`src/rtl/npe_conv_seq.sv`:
```
// -----------------------------------------------------------------------------
// npe_conv_seq
// Layer-level sequencer for the NPE PE controller. A legal configuration is
// latched on i_start and the whole layer then runs without software help:
//   LOAD  : consume acc_len operand beats per output group (o_mdata_req)
//   FLUSH : fire one output strobe, then give the PE output walker time
//   DRAIN : wait until every expected result beat has come back
//   DONE  : one-cycle o_done pulse, then back to IDLE
//
// Optional feature (macro NPE_SEQ_PERF_EN): adds o_stall_cnt, a saturating
// 32-bit count of LOAD cycles with i_data_rdy low. It is cleared on an
// accepted start and holds its value after done.
//
// Ports:
//   i_clk, i_rst_n      clock, asynchronous active-low reset
//   i_start             start pulse, ignored while o_busy=1
//   i_cfg_mode          1=mac, 2=fc, 4=max, 5=acc (others illegal)
//   i_cfg_pe_num        active MAC banks 1..7 (mac mode only)
//   i_cfg_acc_len       accumulate beats per output group (>=1)
//   i_cfg_out_cnt       output groups per layer (>=1)
//   i_data_rdy          operand beat available this cycle
//   i_npe_result_vld    result beat returned by the PE controller
//   o_busy, o_done      activity flag, completion pulse
//   o_cfg_err           pulse when a start carries an illegal config
//   o_npe_mode          latched mode, 0 when idle
//   o_pe_en             bank enable mask
//   o_mdata_req         operand beat consumed
//   o_pe_conv_out       output strobe, mac mode
//   o_pe_fc_out         output strobe, fc mode
//   o_pe_max_out        output strobe, max and acc modes
//   o_stall_cnt         (NPE_SEQ_PERF_EN only) LOAD stall cycles
// -----------------------------------------------------------------------------
module npe_conv_seq #(
    parameter int CNT_W   = 16,
    parameter int NUM_MAC = 7
) (
    input  logic               i_clk,
    input  logic               i_rst_n,
    input  logic               i_start,
    input  logic [2:0]         i_cfg_mode,
    input  logic [2:0]         i_cfg_pe_num,
    input  logic [CNT_W-1:0]   i_cfg_acc_len,
    input  logic [CNT_W-1:0]   i_cfg_out_cnt,
    input  logic               i_data_rdy,
    input  logic               i_npe_result_vld,
    output logic               o_busy,
    output logic               o_done,
    output logic               o_cfg_err,
    output logic [2:0]         o_npe_mode,
    output logic [NUM_MAC-1:0] o_pe_en,
    output logic               o_mdata_req,
    output logic               o_pe_conv_out,
    output logic               o_pe_fc_out,
    output logic               o_pe_max_out
`ifdef NPE_SEQ_PERF_EN
    ,
    output logic [31:0]        o_stall_cnt
`endif
);

    localparam int RES_W = CNT_W + 3;

    localparam logic [2:0] MODE_MAC = 3'd1;
    localparam logic [2:0] MODE_FC  = 3'd2;
    localparam logic [2:0] MODE_MAX = 3'd4;
    localparam logic [2:0] MODE_ACC = 3'd5;

    typedef enum logic [2:0] {IDLE, LOAD, FLUSH, DRAIN, DONE} state_e;

    state_e             state_q,     state_d;
    logic [2:0]         mode_q,      mode_d;
    logic [2:0]         flush_len_q, flush_len_d;
    logic [CNT_W-1:0]   acc_len_q,   acc_len_d;
    logic [CNT_W-1:0]   out_cnt_q,   out_cnt_d;
    logic [CNT_W-1:0]   acc_cnt_q,   acc_cnt_d;
    logic [CNT_W-1:0]   out_grp_q,   out_grp_d;
    logic [2:0]         flush_cnt_q, flush_cnt_d;
    logic [RES_W-1:0]   res_exp_q,   res_exp_d;
    logic [RES_W-1:0]   res_cnt_q,   res_cnt_d;
    logic               busy_q,      busy_d;
    logic               done_q,      done_d;
    logic               cfg_err_q,   cfg_err_d;
    logic [NUM_MAC-1:0] pe_en_q,     pe_en_d;
    logic               conv_q,      conv_d;
    logic               fc_q,        fc_d;
    logic               max_q,       max_d;
`ifdef NPE_SEQ_PERF_EN
    logic [31:0]        stall_q,     stall_d;
`endif

    logic               cfg_is_mac;
    logic               cfg_legal;
    logic [NUM_MAC:0]   pe_onehot;
    logic [NUM_MAC-1:0] pe_therm;

    always_comb begin
        // NOTE: every variable gets a default before the case so that no path
        // leaves it unassigned; otherwise synthesis infers a latch.
        state_d     = state_q;
        mode_d      = mode_q;
        flush_len_d = flush_len_q;
        acc_len_d   = acc_len_q;
        out_cnt_d   = out_cnt_q;
        acc_cnt_d   = acc_cnt_q;
        out_grp_d   = out_grp_q;
        flush_cnt_d = flush_cnt_q;
        res_exp_d   = res_exp_q;
        res_cnt_d   = res_cnt_q;
        busy_d      = busy_q;
        pe_en_d     = pe_en_q;
        done_d      = 1'b0;
        cfg_err_d   = 1'b0;
        conv_d      = 1'b0;
        fc_d        = 1'b0;
        max_d       = 1'b0;
`ifdef NPE_SEQ_PERF_EN
        stall_d     = stall_q;
`endif

        cfg_is_mac = (i_cfg_mode == MODE_MAC);
        cfg_legal  = (cfg_is_mac || (i_cfg_mode == MODE_FC) ||
                      (i_cfg_mode == MODE_MAX) || (i_cfg_mode == MODE_ACC)) &&
                     (i_cfg_acc_len != '0) && (i_cfg_out_cnt != '0) &&
                     !(cfg_is_mac && (i_cfg_pe_num == 3'd0));
        // Thermometer mask: (1 << pe_num) - 1, truncated to the bank count.
        pe_onehot  = (NUM_MAC+1)'(1) << i_cfg_pe_num;
        pe_therm   = NUM_MAC'(pe_onehot - (NUM_MAC+1)'(1));

        // Result beats are counted for the whole busy period, including ones
        // that return before DRAIN, and saturate at the expected total.
        if (busy_q && i_npe_result_vld && (res_cnt_q < res_exp_q)) begin
            res_cnt_d = res_cnt_q + RES_W'(1);
        end

        case (state_q)
            IDLE: begin
                if (i_start) begin
                    if (cfg_legal) begin
                        state_d     = LOAD;
                        busy_d      = 1'b1;
                        mode_d      = i_cfg_mode;
                        acc_len_d   = i_cfg_acc_len;
                        out_cnt_d   = i_cfg_out_cnt;
                        flush_len_d = cfg_is_mac ? i_cfg_pe_num : 3'd1;
                        pe_en_d     = cfg_is_mac ? pe_therm : NUM_MAC'(1);
                        res_exp_d   = RES_W'(i_cfg_out_cnt) *
                                      RES_W'(cfg_is_mac ? i_cfg_pe_num : 3'd1);
                        acc_cnt_d   = '0;
                        out_grp_d   = '0;
                        flush_cnt_d = '0;
                        res_cnt_d   = '0;
`ifdef NPE_SEQ_PERF_EN
                        stall_d     = '0;
`endif
                    end else begin
                        cfg_err_d = 1'b1;
                    end
                end
            end
            LOAD: begin
                if (i_data_rdy) begin
                    if (acc_cnt_q == acc_len_q - CNT_W'(1)) begin
                        acc_cnt_d   = '0;
                        flush_cnt_d = '0;
                        state_d     = FLUSH;
                        // Strobe is registered so it lands on the first FLUSH cycle.
                        conv_d      = (mode_q == MODE_MAC);
                        fc_d        = (mode_q == MODE_FC);
                        max_d       = (mode_q == MODE_MAX) || (mode_q == MODE_ACC);
                    end else begin
                        acc_cnt_d = acc_cnt_q + CNT_W'(1);
                    end
                end else begin
`ifdef NPE_SEQ_PERF_EN
                    if (stall_q != '1) begin
                        stall_d = stall_q + 32'd1;
                    end
`endif
                end
            end
            FLUSH: begin
                if (flush_cnt_q == flush_len_q - 3'd1) begin
                    flush_cnt_d = '0;
                    out_grp_d   = out_grp_q + CNT_W'(1);
                    state_d     = (out_grp_q == out_cnt_q - CNT_W'(1)) ? DRAIN : LOAD;
                end else begin
                    flush_cnt_d = flush_cnt_q + 3'd1;
                end
            end
            DRAIN: begin
                // Uses the next count so a beat arriving this cycle finishes the layer.
                if (res_cnt_d == res_exp_q) begin
                    state_d = DONE;
                    done_d  = 1'b1;
                end
            end
            DONE: begin
                state_d = IDLE;
                busy_d  = 1'b0;
                mode_d  = 3'd0;
                pe_en_d = '0;
            end
            default: state_d = IDLE;
        endcase
    end

    always_ff @(posedge i_clk or negedge i_rst_n) begin
        if (!i_rst_n) begin
            state_q     <= IDLE;
            mode_q      <= '0;
            flush_len_q <= '0;
            acc_len_q   <= '0;
            out_cnt_q   <= '0;
            acc_cnt_q   <= '0;
            out_grp_q   <= '0;
            flush_cnt_q <= '0;
            res_exp_q   <= '0;
            res_cnt_q   <= '0;
            busy_q      <= 1'b0;
            done_q      <= 1'b0;
            cfg_err_q   <= 1'b0;
            pe_en_q     <= '0;
            conv_q      <= 1'b0;
            fc_q        <= 1'b0;
            max_q       <= 1'b0;
`ifdef NPE_SEQ_PERF_EN
            stall_q     <= '0;
`endif
        end else begin
            // NOTE: non-blocking assignments so every flop samples pre-edge values.
            state_q     <= state_d;
            mode_q      <= mode_d;
            flush_len_q <= flush_len_d;
            acc_len_q   <= acc_len_d;
            out_cnt_q   <= out_cnt_d;
            acc_cnt_q   <= acc_cnt_d;
            out_grp_q   <= out_grp_d;
            flush_cnt_q <= flush_cnt_d;
            res_exp_q   <= res_exp_d;
            res_cnt_q   <= res_cnt_d;
            busy_q      <= busy_d;
            done_q      <= done_d;
            cfg_err_q   <= cfg_err_d;
            pe_en_q     <= pe_en_d;
            conv_q      <= conv_d;
            fc_q        <= fc_d;
            max_q       <= max_d;
`ifdef NPE_SEQ_PERF_EN
            stall_q     <= stall_d;
`endif
        end
    end

    assign o_busy        = busy_q;
    assign o_done        = done_q;
    assign o_cfg_err     = cfg_err_q;
    assign o_npe_mode    = mode_q;
    assign o_pe_en       = pe_en_q;
    assign o_mdata_req   = (state_q == LOAD) && i_data_rdy;
    assign o_pe_conv_out = conv_q;
    assign o_pe_fc_out   = fc_q;
    assign o_pe_max_out  = max_q;
`ifdef NPE_SEQ_PERF_EN
    assign o_stall_cnt   = stall_q;
`endif

endmodule

```
`config.mk`:
```
export PLATFORM = sky130hd
export DESIGN_NAME = npe_conv_seq
export DESIGN_NICKNAME = d
export VERILOG_FILES = /design/src/rtl/npe_conv_seq.sv
export SDC_FILE = /design/constraint.sdc
export NUM_CORES = 1
export LEC_CHECK = 0
export ABC_AREA = 1
export CAP_MARGIN = 20
export CORE_MARGIN = 5
export CORE_UTILIZATION = 35
export CTS_CLUSTER_SIZE = 12
export DETAILED_ROUTE_END_ITERATION = 6
export PLACE_DENSITY_LB_ADDON = 0.12
export SKIP_CTS_REPAIR_TIMING = 1
export SLEW_MARGIN = 25
export SYNTH_ARGS = -nofsm -noshare
export SYNTH_HDL_FRONTEND = slang
export SYNTH_SLANG_ARGS = --single-unit
```
`constraint.sdc`:
```
create_clock -name i_clk -period 3.9 [get_ports i_clk]
set_clock_uncertainty 0.05 [all_clocks]
set_input_delay 0.78 -clock i_clk [delete_from_list [all_inputs] [get_ports i_clk]]
set_output_delay 0.78 -clock i_clk [all_outputs]
set_load 0.03 [all_outputs]
```
==> impl_metrics.env, run 1 <==
export IMPL_yosysTopAreaCell="dfrtp_1"
export IMPL_seq_area_frac_synth_pct=33.3
export IMPL_synth_top_area_share_pct=33.3
export IMPL_wl_per_cell_um=14.6
export IMPL_r2r_cells=21
export IMPL_stdcell_count=1803
export IMPL_required_ns=4.15
export IMPL_r2r_start="res_cnt_q[14]"
export IMPL_setup_viol=0
export IMPL_path_cells="clkdlybuf4s50_1 > nand3b_1 > buf_6 > nor2_4 > buf_4 > buf_4 > nand2_1 > fa_1 > inv_1 > ha_1 > a21oi_1 > o21ai_2 > a21boi_2 > o21ai_2 > a21boi_2 > nor2_2 > o21ai_1 > a22oi_1"
export IMPL_finalHoldViolations=0
export IMPL_core_area_mm2=0.0270
export IMPL_io_buffer_count=59
export IMPL_max_slew_margin_pct=46.7
export IMPL_ff2ff_setup_slack_ns=0.63
export IMPL_power_share_switching_pct=43.3
export IMPL_p_sw_mw=2.96
export IMPL_drtAntennaViolNets=0
export IMPL_syn_inst=1334
export IMPL_powerDensity_mw_per_mm2=588
export IMPL_grt_max_degree=98
export IMPL_worst_setup_path_end_kind="register"
export IMPL_leakage_nw=5.51
export IMPL_gr_total_overflow=0
export IMPL_area_growth_pct=21.8
export IMPL_n_antenna_cell=0
export IMPL_finalMaxSlewViolations=0
export IMPL_io_pins=60
export IMPL_fmax_mhz=269
export IMPL_clkPwrFrac_pct=24.2
export IMPL_synth_area_leaders="dfrtp_1, nand2_1, inv_1"
export IMPL_finalCoreUtilization_pct=43.2
export IMPL_place_detailed_hpwl_um=20400
export IMPL_fin_crit_sh_pct=95.2
export IMPL_drt_iter0_markers=443
export IMPL_pwr_share_comb_pct=44.9
export IMPL_drt_first_pass_iters=5
export IMPL_die_width_um=175
export IMPL_r2r_end="state_q[0]"
export IMPL_cts_tree="done"
export IMPL_fin_nets=1552
export IMPL_p_seq_share_pct=30.9
export IMPL_synth_cell_types=53
export IMPL_final_setup_tns_ns=0
export IMPL_clk_pin_slew_ns=0.06
export IMPL_clock_sinks=127
export IMPL_cpMaxStageDelayCell="fa_1"
export IMPL_min_path_type="in -> async"
export IMPL_routed_wl_um=26400
export IMPL_startpoint_type="input pin"
export IMPL_die_area_mm2=0.0307
export IMPL_drcViolationCount=0
export IMPL_start_util_pct=35.5
export IMPL_place_congestion=0.831
export IMPL_die_h_um=175
export IMPL_status="completed"
export IMPL_placed_cells=1770
export IMPL_cts_max_level=4
export IMPL_cp_startpoint="i_cfg_mode[0]"
export IMPL_numCtsBuffers=17
export IMPL_viasPerCell=4.84
export IMPL_worst_slew_pin_slew_ns=0.800
export IMPL_antenna_found_initial=0
export IMPL_grt_usage_pct=17.6
export IMPL_syn_area_mm2=0.00956
export IMPL_synth_avg_cell_area_um2=7.16
export IMPL_drive_gt1_share_pct=10.9
export IMPL_crit_type="in -> reg"
export IMPL_p_int_mw=3.88
export IMPL_synth_seq_cells=127
export IMPL_drv_cap=0
export IMPL_cp_max_fo=9
export IMPL_dr_total_vias=8723
export IMPL_yosysWarnings=0
export IMPL_hold_ws_ns=0.303
export IMPL_clk_latency_ns=0.42
export IMPL_ir_drop_uv=234
export IMPL_synth_nets=1436
export IMPL_setup_worst_path_end="res_exp_q[18]"
export IMPL_grt_pass1_wl_um=44100
export IMPL_slowest_delay_ns=0.54
export IMPL_finalPower_mw=6.84
export IMPL_grt_pass1_vias=8669
export IMPL_clockRootBuffer="clkbuf_16"
export IMPL_grt_setup_unrepaired="true"
export IMPL_rows=60
export IMPL_cts_buffer_depth=2
export IMPL_critical_path_arrival_ns=3.97
export IMPL_fin_crit_ns=3.71
-- metrics by stage --
stage	area, um2	setup WS, ns
CTS	11600	-0.0439
global placement	11000	-0.381
global route	11600	-0.0416
detailed placement	11000	-0.472
finish	11600	0.185
floorplan	9610	-0.0163
-- cells in the mapped netlist (all sizes together) --
master   number
nand2       357
or2           6
o41ai         1
a22oi         1
nand3        84
fa           15
and2          2
inv         184
buf          14
nand3b        4
o31ai         3
a31oi         3
dfrtp       127
o21a          3
clkbuf       14
nor3         36
nor4b         1
o21ai        72
nor3b         1
xnor2        31
o21bai        2
o2111ai       2
nor4         18
ha           44
a2bb2oi       1
nor2        151
a21oi        48
a21boi        6
a21o          3
a211oi        4
a221oi        1
xor2         46
o211ai        3
o22ai         2
a22o          1
nand4        43
-- worst max-delay path: cells and delay by family --
family / cells / cell delay [ns]
buffers and inverters: 5 / 0.96
AOI/OAI and AO/OA: 7 / 0.96
and+or+nand+nor: 4 / 0.40
adders and majority gates: 2 / 0.87
-- metal layers --
layer / vias to the layer above / global-route usage [%] / share of wire [%]
met5: - / 0 / 0
met4: 0 / 4.19 / 1.3
met3: 26 / 2.16 / 2.6
met2: 106 / 29.8 / 48
met1: 4033 / 23.9 / 48
li1: 4558 / - / -
-- sequential cells by signal (all words and copies together), names as in the netlist, 7 cells and up --
| signal | count |
|---|---|
| o_pe_en | 7 |
| acc_len_q | 16 |
| out_cnt_q | 16 |
| out_grp_q | 16 |
| acc_cnt_q | 16 |
| res_cnt_q | 19 |
| res_exp_q | 19 |
-- worst min path at each step --
| stage | start | to | slack, ns |
|---|---|---|---|
| floorplan | acc_len_q[15] | acc_len_q[15] | 0.41 |
| global placement | o_pe_en[0] | o_pe_en[0] | 0.41 |
| detailed placement | o_pe_en[0] | o_pe_en[0] | 0.41 |
| CTS | i_rst_n | res_cnt_q[11] | 0.38 |
| global route | i_rst_n | res_cnt_q[11] | 0.41 |
| finish | i_rst_n | res_cnt_q[11] | 0.30 |
-- power groups by stage --
stage | registers, mW | logic (mW) | clock network, mW
CTS | 2.11 | 3.11 | 1.70
detailed placement | 2.14 | 3.09 | 0
global route | 2.17 | 3.53 | 1.75
finish | 2.11 | 3.07 | 1.65
floorplan | 2.10 | 2.26 | 0
global placement | 2.13 | 3.06 | 0
-- logic make-up after synthesis --
kind of cell | share of synthesized area [%]
AND/OR/NAND/NOR | 32.9
buffers and inverters | 8.75
AO/OA/AOI/OAI | 9.13
flip-flops | 33.3
XOR/XNOR | 7.06
adder cells (fa/ha/maj) | 8.90
-- cells in the final DEF, fill, tap and decap left out, drive strengths merged, types with 44 or more instances in the layout --
cell and count:
clkdlybuf4s50 56, ha 44, xor2 46, inv 187
nand3 84, a21oi 48, o21ai 72, dfrtp 127
nor2 151, nand2 357, buf 67
-- area by class of cell --
class                           instances  area [um2]
Inverter                              184         691
Tap cell                              341         427
Timing Repair Buffer                  125        1130
Multi-Input combinational cell        995        5610
Clock inverter                         11         130
Fill cell                            2766       15300
Sequential cell                       127        3180
Clock buffer                           20         467
Power figures use the tool's default switching activity.
==> inputs of run 2 (changes only) <==
SETUP_SLACK_MARGIN = 0.15   (was unset)
==> run 2 against run 1 <==
  * Sequential share of layout area fell by 0.099 points
  * Sequential power barely moved
  * Die area did not move
  * Hold slack improved by 0.020 ns
  * Power rose by 0.71%
  * Combinational power barely moved
  * Fmax rose by 4.3%
  * First-iteration DRC count fell by 3.8%
==> impl_metrics.env, run 2 (same netlist as run 1, synthesis figures left out) <==
export IMPL_status="completed"
export IMPL_ir_drop_uv=299
export IMPL_fin_nets=1550
export IMPL_cts_tree="done"
export IMPL_die_area_mm2=0.0307
export IMPL_drcViolationCount=0
export IMPL_worst_setup_path_end_kind="register"
export IMPL_place_congestion=0.843
export IMPL_final_cell_mix="nand2_1, inv_1, nor2_1, dfrtp_1, nand3_1"
export IMPL_dr_total_vias=8684
export IMPL_io_pins=60
export IMPL_cts_buffer_depth=2
export IMPL_reg_largest_list="res_cnt_q: 19 flops, res_exp_q: 19 flops"
export IMPL_min_path_type="in -> async"
export IMPL_clock_sinks=127
export IMPL_drive_gt1_share_pct=11.2
export IMPL_finalHoldViolations=0
export IMPL_grt_usage_pct=17.4
export IMPL_clk_latency_ns=0.43
export IMPL_powerDensity_mw_per_mm2=590
export IMPL_drt_iter0_markers=426
export IMPL_clockRootBuffer="clkbuf_16"
export IMPL_grt_max_degree=98
export IMPL_die_h_um=175
export IMPL_io_buffer_count=59
export IMPL_layout_commonest_cell="nand2_1"
export IMPL_wl_per_cell_um=14.7
export IMPL_drt_first_pass_iters=4
export IMPL_rows=60
export IMPL_area_growth_pct=22.2
export IMPL_antenna_found_initial=0
export IMPL_viasPerCell=4.82
export IMPL_wl_met3_um=672
export IMPL_startpoint_type="input pin"
export IMPL_n_antenna_cell=0
export IMPL_placed_area_mm2=0.0109
export IMPL_r2r_start="res_exp_q[15]"
export IMPL_fmax_mhz=281
export IMPL_max_slew_margin_pct=50.2
export IMPL_die_width_um=175
export IMPL_finalPower_mw=6.89
export IMPL_ff2ff_setup_slack_ns=0.71
export IMPL_grt_pass1_wl_um=43400
export IMPL_drtAntennaViolNets=0
export IMPL_worst_slew_pin_slew_ns=0.747
export IMPL_clk_pin_slew_ns=0.07
export IMPL_setup_viol=0
export IMPL_cp_max_fo=6
export IMPL_start_util_pct=35.5
export IMPL_leakage_nw=5.53
export IMPL_fin_crit_ns=3.56
export IMPL_drv_cap=0
export IMPL_numCtsBuffers=17
export IMPL_gr_total_overflow=0
export IMPL_critical_path_arrival_ns=3.81
export IMPL_top_layer="met4"
export IMPL_finalMaxSlewViolations=0
export IMPL_fin_crit_sh_pct=91.3
export IMPL_crit_type="in -> reg"
export IMPL_place_detailed_hpwl_um=20100
export IMPL_cts_max_level=4
export IMPL_grt_pass1_vias=8419
export IMPL_wl_met2_um=12800
export IMPL_core_area_mm2=0.0270
export IMPL_n_fill_cell=2748
export IMPL_required_ns=4.14
export IMPL_routed_wl_um=26500
export IMPL_final_area_mm2=0.0117
export IMPL_cp_startpoint="i_cfg_pe_num[0]"
export IMPL_grt_setup_unrepaired="false"
export IMPL_routedLengthMet1_um=12700
## run 2: changes by cell type in the layout (fill, tap and decap cells not counted), sizes merged
cell and delta:
dlymetal6s2s +2, clkinv +1, buf -2, clkinvlp -2, inv +5, clkdlybuf4s50 -2, clkbuf -3
## run 2: layout make-up
class                           count  area, um2  share of cell area, %
Clock buffer                       17        425                   3.64
Clock inverter                     15        175                   1.50
Inverter                          184        693                   5.94
Multi-Input combinational cell    995       5650                   48.4
Sequential cell                   127       3180                   27.2
Tap cell                          341        427                   3.65
Timing Repair Buffer              123       1130                   9.69
## run 2: critical path: stages
cell	delay, ns
clkdlybuf4s50_1	0.61
nor2_4	0.08
inv_4	0.08
nand2_2	0.05
fa_1	0.45
inv_1	0.07
ha_2	0.16
inv_2	0.04
fa_2	0.35
nand3b_1	0.17
nand2_2	0.08
a21boi_2	0.07
o21ai_2	0.18
a21boi_2	0.09
o21ai_2	0.16
a21boi_2	0.08
nor2_1	0.13
nand3b_1	0.11
o21ai_1	0.06
## run 2: final timing paths
| check | endpoint | depth (start not counted) |
|---|---|---|
| worst max-delay path | res_exp_q[16] | 19 |
| worst min-delay path | res_cnt_q[12] | 1 |
| worst max register to register | state_q[0] | 22 |
| worst min register to register | o_pe_conv_out | 1 |
| max in group asynchronous | acc_len_q[6] | 2 |
| min in group i_clk | o_pe_conv_out | 1 |
## run 2: where the power goes
part | switching (mW) | internal, mW | total (mW)
Sequential | 0.389 | 1.72 | 2.11
Combinational | 1.92 | 1.17 | 3.09
Clock | 0.724 | 0.966 | 1.69
Total | 3.03 | 3.85 | 6.89
## run 2: layer usage
layer,track usage [%],vias to the layer above
li1,-,4549
met3,2.19,13
met2,29.8,101
met4,3.57,0
met5,0,-
met1,23.5,4021
## run 2: metrics by stage
| stage | hold slack [ns] | setup TNS [ns] | worst slack, ns | utilization, % | instances |
|---|---|---|---|---|---|
| finish | 0.322 | 0 | 0.339 | 43.3 | 1802 |
| global route | 0.392 | 0 | 0.127 | 43.3 | 1802 |
| CTS | 0.363 | 0 | 0.0262 | 42.8 | 1797 |
| detailed placement | 0.413 | -2.82 | -0.420 | 40.6 | 1765 |
| global placement | 0.412 | -2.37 | -0.362 | 40.6 | 1765 |
| floorplan | 0.412 | -0.0316 | -0.0163 | - | 1334 |
